==> src/rtl/rng_byte_collector_if.sv <==
// Purpose: request/byte-delivery bundle between rng_byte_collector and its consumer.
// Latency: none; this file only groups the signals.
// Backpressure: 4-phase. The consumer holds req high until it has taken data_out, then drops req.
//
// Signals:
//   req      consumer -> collector  request a new byte (4-phase)
//   valid    collector -> consumer  data_out holds a completed byte
//   data_out collector -> consumer  last completed byte
interface rng_byte_collector_if;
  logic       req;
  logic       valid;
  logic [7:0] data_out;

  modport master (output req, input valid, input data_out);
  modport slave  (input req, output valid, output data_out);
endinterface

==> src/rtl/rng_byte_collector.sv <==
// Purpose: packs LFSR nibbles (raw) or von Neumann bits into a byte, and flags a stuck source.
// Latency: with DEBIAS=0, valid is 3 cycles after req rises when en stays high.
//          With DEBIAS=1, the latency depends on the data and is at least 8 enabled COLLECT edges.
// Backpressure: 4-phase req/valid. The byte holds while req=1. A req drop during COLLECT discards the partial byte.
//
// Ports:
//   clk, rst_n    clock and asynchronous active-low reset
//   rnd_in_i[3:0] LFSR nibble, sampled on edges where en_i=1
//   en_i          sample enable; while low, all datapath and health state holds
//   stuck_err_o   sticky flag: STUCK_LIMIT consecutive identical enabled samples
//   bus           slave side of rng_byte_collector_if (req in; valid and data_out out)
module rng_byte_collector #(
  parameter bit          DEBIAS      = 1'b1,
  parameter int unsigned STUCK_LIMIT = 8      // legal range 2..15
) (
  input  logic                  clk,
  input  logic                  rst_n,
  input  logic [3:0]            rnd_in_i,
  input  logic                  en_i,
  output logic                  stuck_err_o,
  rng_byte_collector_if.slave   bus
);

  typedef enum logic [1:0] {S_IDLE, S_COLLECT, S_HOLD} state_t;

  localparam logic [3:0] LIMIT = 4'(STUCK_LIMIT);

  state_t     state_q, state_d;
  logic [7:0] shift_q, shift_d;
  logic [3:0] count_q, count_d;
  logic [7:0] data_q,  data_d;
  logic       valid_q, valid_d;
  logic       stuck_q, stuck_d;
  logic [3:0] prev_q,  prev_d;
  logic [3:0] run_q,   run_d;

  logic       stuck_set;
  logic [3:0] run_inc;
  logic [7:0] shift_nx;
  logic [3:0] count_nx;

  assign run_inc = run_q + 4'd1;

  // Health check. It runs in every FSM state, but only on enabled edges.
  // run_q counts repeats of the previous sample. The fault fires on the edge where that count reaches LIMIT.
  always_comb begin
    prev_d    = prev_q;
    run_d     = run_q;
    stuck_set = 1'b0;
    if (en_i) begin
      prev_d = rnd_in_i;
      if (rnd_in_i == prev_q) begin
        if (run_q != 4'hF) begin
          run_d = run_inc;
        end
        if (run_inc == LIMIT) begin
          stuck_set = 1'b1;
        end
      end else begin
        run_d = 4'd0;
      end
    end
  end

  assign stuck_d = stuck_q | stuck_set;

  // Candidate shift/count after one enabled COLLECT edge.
  // New data enters at the LSB, so the earliest sample ends up at the top of the byte.
  always_comb begin
    shift_nx = shift_q;
    count_nx = count_q;
    if (DEBIAS == 1'b0) begin
      shift_nx = (shift_q << 4) | {4'h0, rnd_in_i};
      count_nx = count_q + 4'd4;
    end else begin
      unique case (rnd_in_i[1:0])
        2'b10: begin
          shift_nx = (shift_q << 1) | 8'h01;
          count_nx = count_q + 4'd1;
        end
        2'b01: begin
          shift_nx = shift_q << 1;
          count_nx = count_q + 4'd1;
        end
        default: ;  // 00 and 11 carry no unbiased bit
      endcase
    end
  end

  // FSM. A fault, including one raised on this same edge, overrides completion and any request.
  // An abort (req low in COLLECT) likewise wins over a completion on the same edge.
  always_comb begin
    state_d = state_q;
    shift_d = shift_q;
    count_d = count_q;
    data_d  = data_q;
    valid_d = valid_q;
    if (stuck_d) begin
      state_d = S_IDLE;
      valid_d = 1'b0;
      shift_d = 8'h00;
      count_d = 4'd0;
    end else begin
      unique case (state_q)
        S_IDLE: begin
          shift_d = 8'h00;
          count_d = 4'd0;
          if (bus.req) begin
            state_d = S_COLLECT;
          end
        end
        S_COLLECT: begin
          if (!bus.req) begin
            state_d = S_IDLE;
          end else if (en_i) begin
            if (count_nx == 4'd8) begin
              data_d  = shift_nx;
              valid_d = 1'b1;
              state_d = S_HOLD;
            end else begin
              shift_d = shift_nx;
              count_d = count_nx;
            end
          end
        end
        S_HOLD: begin
          if (!bus.req) begin
            valid_d = 1'b0;
            state_d = S_IDLE;
          end
        end
        default: state_d = S_IDLE;
      endcase
    end
  end

  always_ff @(posedge clk or negedge rst_n) begin
    if (!rst_n) begin
      state_q <= S_IDLE;
      shift_q <= 8'h00;
      count_q <= 4'd0;
      data_q  <= 8'h00;
      valid_q <= 1'b0;
      stuck_q <= 1'b0;
      prev_q  <= 4'h0;
      run_q   <= 4'd0;
    end else begin
      state_q <= state_d;
      shift_q <= shift_d;
      count_q <= count_d;
      data_q  <= data_d;
      valid_q <= valid_d;
      stuck_q <= stuck_d;
      prev_q  <= prev_d;
      run_q   <= run_d;
    end
  end

  assign bus.valid    = valid_q;
  assign bus.data_out = data_q;
  assign stuck_err_o  = stuck_q;

endmodule

==> src/flat_wrapper.sv <==
// flat-port wrapper written by rule: the top's interface ports become plain ports
module rng_byte_collector_flat 
#(
  parameter bit          DEBIAS      = 1'b1,
  parameter int unsigned STUCK_LIMIT = 8                          
)
  (clk, rst_n, rnd_in_i, en_i, stuck_err_o, bus_req, bus_valid, bus_data_out);
  rng_byte_collector_if bus_i ();
  input  logic clk;
  input  logic rst_n;
  input  logic [3:0] rnd_in_i;
  input  logic en_i;
  output logic stuck_err_o;
  input wire logic [$bits(bus_i.req)-1:0] bus_req;
  output wire logic [$bits(bus_i.valid)-1:0] bus_valid;
  output wire logic [$bits(bus_i.data_out)-1:0] bus_data_out;
  assign bus_i.req = bus_req;
  assign bus_valid = bus_i.valid;
  assign bus_data_out = bus_i.data_out;
  rng_byte_collector #(.DEBIAS(DEBIAS), .STUCK_LIMIT(STUCK_LIMIT)) u_core (.clk(clk), .rst_n(rst_n), .rnd_in_i(rnd_in_i), .en_i(en_i), .stuck_err_o(stuck_err_o), .bus(bus_i));
endmodule
==> config.mk <==
export PLATFORM = sky130hd
export DESIGN_NAME = rng_byte_collector_flat
export DESIGN_NICKNAME = d
export VERILOG_FILES = /design/src/rtl/rng_byte_collector_if.sv /design/src/rtl/rng_byte_collector.sv /design/src/flat_wrapper.sv
export SDC_FILE = /design/constraint.sdc
export NUM_CORES = 1
export LEC_CHECK = 0
export ABC_CLOCK_PERIOD_IN_PS = 1800
export BUFFER_PORTS_ARGS = -buffer_cell sky130_fd_sc_hd__buf_2
export CAP_MARGIN = 20
export CORE_MARGIN = 8
export CORE_UTILIZATION = 35
export DETAILED_ROUTE_END_ITERATION = 10
export PLACE_DENSITY = 0.52
export SYNTH_ARGS = -nofsm -noshare
export SYNTH_HDL_FRONTEND = slang
export SYNTH_SLANG_ARGS = --single-unit
==> constraint.sdc <==
create_clock -name clk -period 1.8 [get_ports clk]
set_input_delay 0.27 -clock clk [delete_from_list [all_inputs] [get_ports clk]]
set_output_delay 0.27 -clock clk [all_outputs]
set_load 0.02 [all_outputs]
==> results by group <==
Hold path
  – Worst hold path type: input pin to flop
  – Hold Startpoint: rnd_in_i[3]
  – Hold depth: 2
  – Hold Path Sink: u_core.prev_q[3]

Detailed routing
  – Highest routed layer: met4
  – Total wire length: between 4000 and 5000 um
  – Routed Antenna Nets: 0
  – Vias post-DR: between 1.5k and 2k
  – Metal-1 WL: 2360 um
  – Avg WL per Cell: ~15 um
  – Metal3 WL: 189 um
  – Via density: ~5.0
  – Initial DRC count: 58
  – Wire length on met2: approximately 2300 um
  – TritonRoute pass-1 iters: 4
  – Residual DRC: 0

Clocking
  – # H-tree levels: 2
  – Worst-path clk slew: roughly 0.070 ns
  – Num CTS Buffers: 5
  – Clk buf depth: 2
  – Later-pin clock latency in the skew report: 0.29 ns
  – CTS tree: built
  – CTS root buf: clkbuf_8
  – CTS Sinks: 32

Timing
  – Tmin final: 1.81 ns
  – Max Slew Vio Count: 0
  – Period Utilization, post-route: 1.00
  – Setup Viol. Count Final: 5
  – Worst Tran Pin Value: roughly 0.46 ns
  – Worst Skew: approximately 0.004 ns
  – Final WS setup: -0.00719 ns
  – Unrepaired setup endpoints after global routing: yes
  – Max Fclk: between 500 and 600 MHz
  – Setup_tns: -0.0223 ns
  – Final hold vios: 0
  – Rel. slew slack: 0.692

Synth
  – Asr flop ratio synth: 1.00
  – Count leader, synth: dfrtp_1
  – Cell Area, Synth: approximately 2000 um^2
  – Post-Syn Area per Cell: between 10 and 15 um^2
  – Seq/Total Area, Yosys: 0.407
  – Netlist cell types: 48
  – FF+latch count, synth: 32
  – Area leader, netlist: dfrtp_1
  – Commonest cells post-synth: dfrtp_1, nand3_1, nand2_1
  – Yosys top cell area share: 0.407
  – Syn Inst Count: 195
  – Post-synth EDFFs: 0
  – Synth area leaders: dfrtp_1, ha_1, nand3_1
  – Ys flop type: dfrtp_1
  – Syn_nets: roughly 210
  – Ys Warns: 0

Finish
  – Layout Nets: about 270
  – Share of cells above drive strength 1: 0.453
  – Antenna cell count: 0
  – Area Growth Syn to Fin: 39.3%
  – Post-route insts no fill: 330
  – Post-route cell area: ~2700 um^2
  – FILL cells: between 500 and 600

Critical path
  – R2R setup slack: -0.007 ns
  – Crit-path max cell delay: roughly 0.41 ns
  – Setup CP Type: flop to flop
  – Worst-path cell chain: buf_6, nand4b_1, xor2_2, buf_6, o21bai_4, buf_4, and3_1, o21a_1
  – Largest driver fanout on the critical path: 6
  – Critical Path Start Type: flop
  – Cell mode on critical path: buf_6
  – RR Startpoint: u_core.count_q[1]
  – Critical Path Slowest Stage Cell: dfrtp_1
  – CP Capture Type: flop
  – Buf/Inv on CP: 3
  – Worst Path Arrival: ~2 ns
  – Crit Reg-Reg Endpoint: u_core.shift_q[2]
  – R2R depth: 8
  – CP required: 1.98 ns
  – Crit path max-delay family: buffers and inverters

Floorplanning
  – Initial core utilization: 0.359
  – Die W: between 90 and 100 um
  – DIE HEIGHT: ~91 um
  – Die ar.: between 8000 and 9000 um^2
  – Core outline area: between 5000 and 6000 um^2
  – Num rows: 27
  – I/O pin cnt: 18

Status
  – Failing checks: negative setup slack
  – Status: finished with violations

Global routing
  – First-pass GRT wire length: between 8000 and 9000 um
  – Pin count of the biggest net entering global routing: 21
  – Initial antenna violation count: 0
  – GRT overflow: 0
  – GR Util All Layers: 0.118
  – Vias in the first global route: about 1.6k

Placement
  – Cell Area, Placed: roughly 2400 um^2
  – Setup WS pre-CTS: -0.260 ns
  – I/O Buffers: 17
  – Final HPWL DP: approximately 3400 um
  – # placed instances: approximately 300
  – Routability Congestion: 0.782

Power
  – Total Power: ~2.2 mW
  – Worst VDD drop: roughly 0.00044 V
  – Static leakage: roughly 1.2 nW
  – PD cells: slightly below 800 nW/um^2

Job
  – Max_cap viols: 0
worst max path at each step:
stage / startpoint / end / slack (ns) / cells after the start
5_1_grt: u_core.count_q[1] / u_core.count_q[0] / -0.09 / 8
6_report: u_core.count_q[1] / u_core.shift_q[2] / -0.007 / 8
3_3_place_gp: rnd_in_i[1] / u_core.shift_q[5] / -0.24 / 9
3_5_place_dp: rnd_in_i[1] / u_core.count_q[0] / -0.26 / 9
4_1_cts: u_core.count_q[0] / u_core.state_q[0] / -0.03 / 6
2_1_floorplan: rnd_in_i[1] / u_core.count_q[0] / -0.03 / 6
metrics by stage:
step	hold WS, ns	utilization
finish	0.236	0.500
global route	0.241	0.500
CTS	0.228	0.465
detailed placement	0.245	0.435
global placement	0.238	0.435
floorplan	-0.0256	-
timing repair:
| action | 4_1_cts | 5_1_grt |
|---|---|---|
| endpoints found under the setup margin | 18 | 23 |
| cloned | 1 | 1 |
| pin swaps | 1 | 11 |
| endpoints found under the hold margin | 16 | 0 |
| hold buffers | 1 | 0 |
| buffers inserted | 3 | 7 |
| resized for setup | 6 | 25 |
where the power goes:
part | switching [mW] | internal (mW) | leakage [nW]
Combinational | 0.402 | 0.371 | 0.733
Clock | 0.276 | 0.312 | 0.0455
Sequential | 0.0389 | 0.766 | 0.432
Total | 0.716 | 1.45 | 1.21
final cells by class:
cell class              count  area [um^2]  share of cell area
multi-input cells         148         1230               0.450
flip-flops and latches     32          801               0.293
repair buffers             63          472               0.172
clock buffers               8         90.1              0.0329
well taps                  72         90.1              0.0329
inverters                   6         37.5              0.0137
repair inverters            1         16.3             0.00594
metal layers:
metal | track usage | up-vias
li1 | - | 826
met3 | 0.0337 | 6
met2 | 0.189 | 28
met4 | 0.0368 | 0
met5 | 0 | -
met1 | 0.150 | 791
worst register-to-register path, stage by stage, from the launching register on:
cell and delay (ns):
dfrtp_1 0.41, buf_6 0.15, nand4b_1 0.19, xor2_2 0.21, buf_6 0.16, o21bai_4 0.11
buf_4 0.16, and3_1 0.15, o21a_1 0.16
cell families after synthesis:
kind of cell               after synthesis  synth area share
buffers and inverters                   16            0.0522
adders and majority gates                9            0.0573
muxes                                    8            0.0452
and+or+nand+nor                         73             0.216
DFF                                     32             0.407
xor gates and xnor gates                 7            0.0350
AOI/OAI and AO/OA                       50             0.187
flip-flops by register name, indices dropped and copies added, names as in the netlist:
name,cells
u_core.bus.data_out,8
u_core.bus.valid,1
u_core.count_q,4
u_core.prev_q,4
u_core.run_q,4
u_core.shift_q,8
u_core.state_q,2
u_core.stuck_err_o,1
layout by cell type, fill, tap and decap left out, types with 3 or more instances in the layout:
cell	n
a21oi_2	9
o21ai_0	5
nand2b_1	4
o21a_1	3
a21oi_1	13
ha_1	6
dfrtp_1	32
a31oi_1	6
inv_1	4
clkbuf_8	6
xor2_1	3
nor3b_1	4
nand2_1	14
buf_4	37
nor2_1	8
a21o_1	3
and3_1	4
nand3_1	15
nand4_1	3
buf_6	7
mux2_2	7
buf_2	17
(Power assumes the default switching activity.)
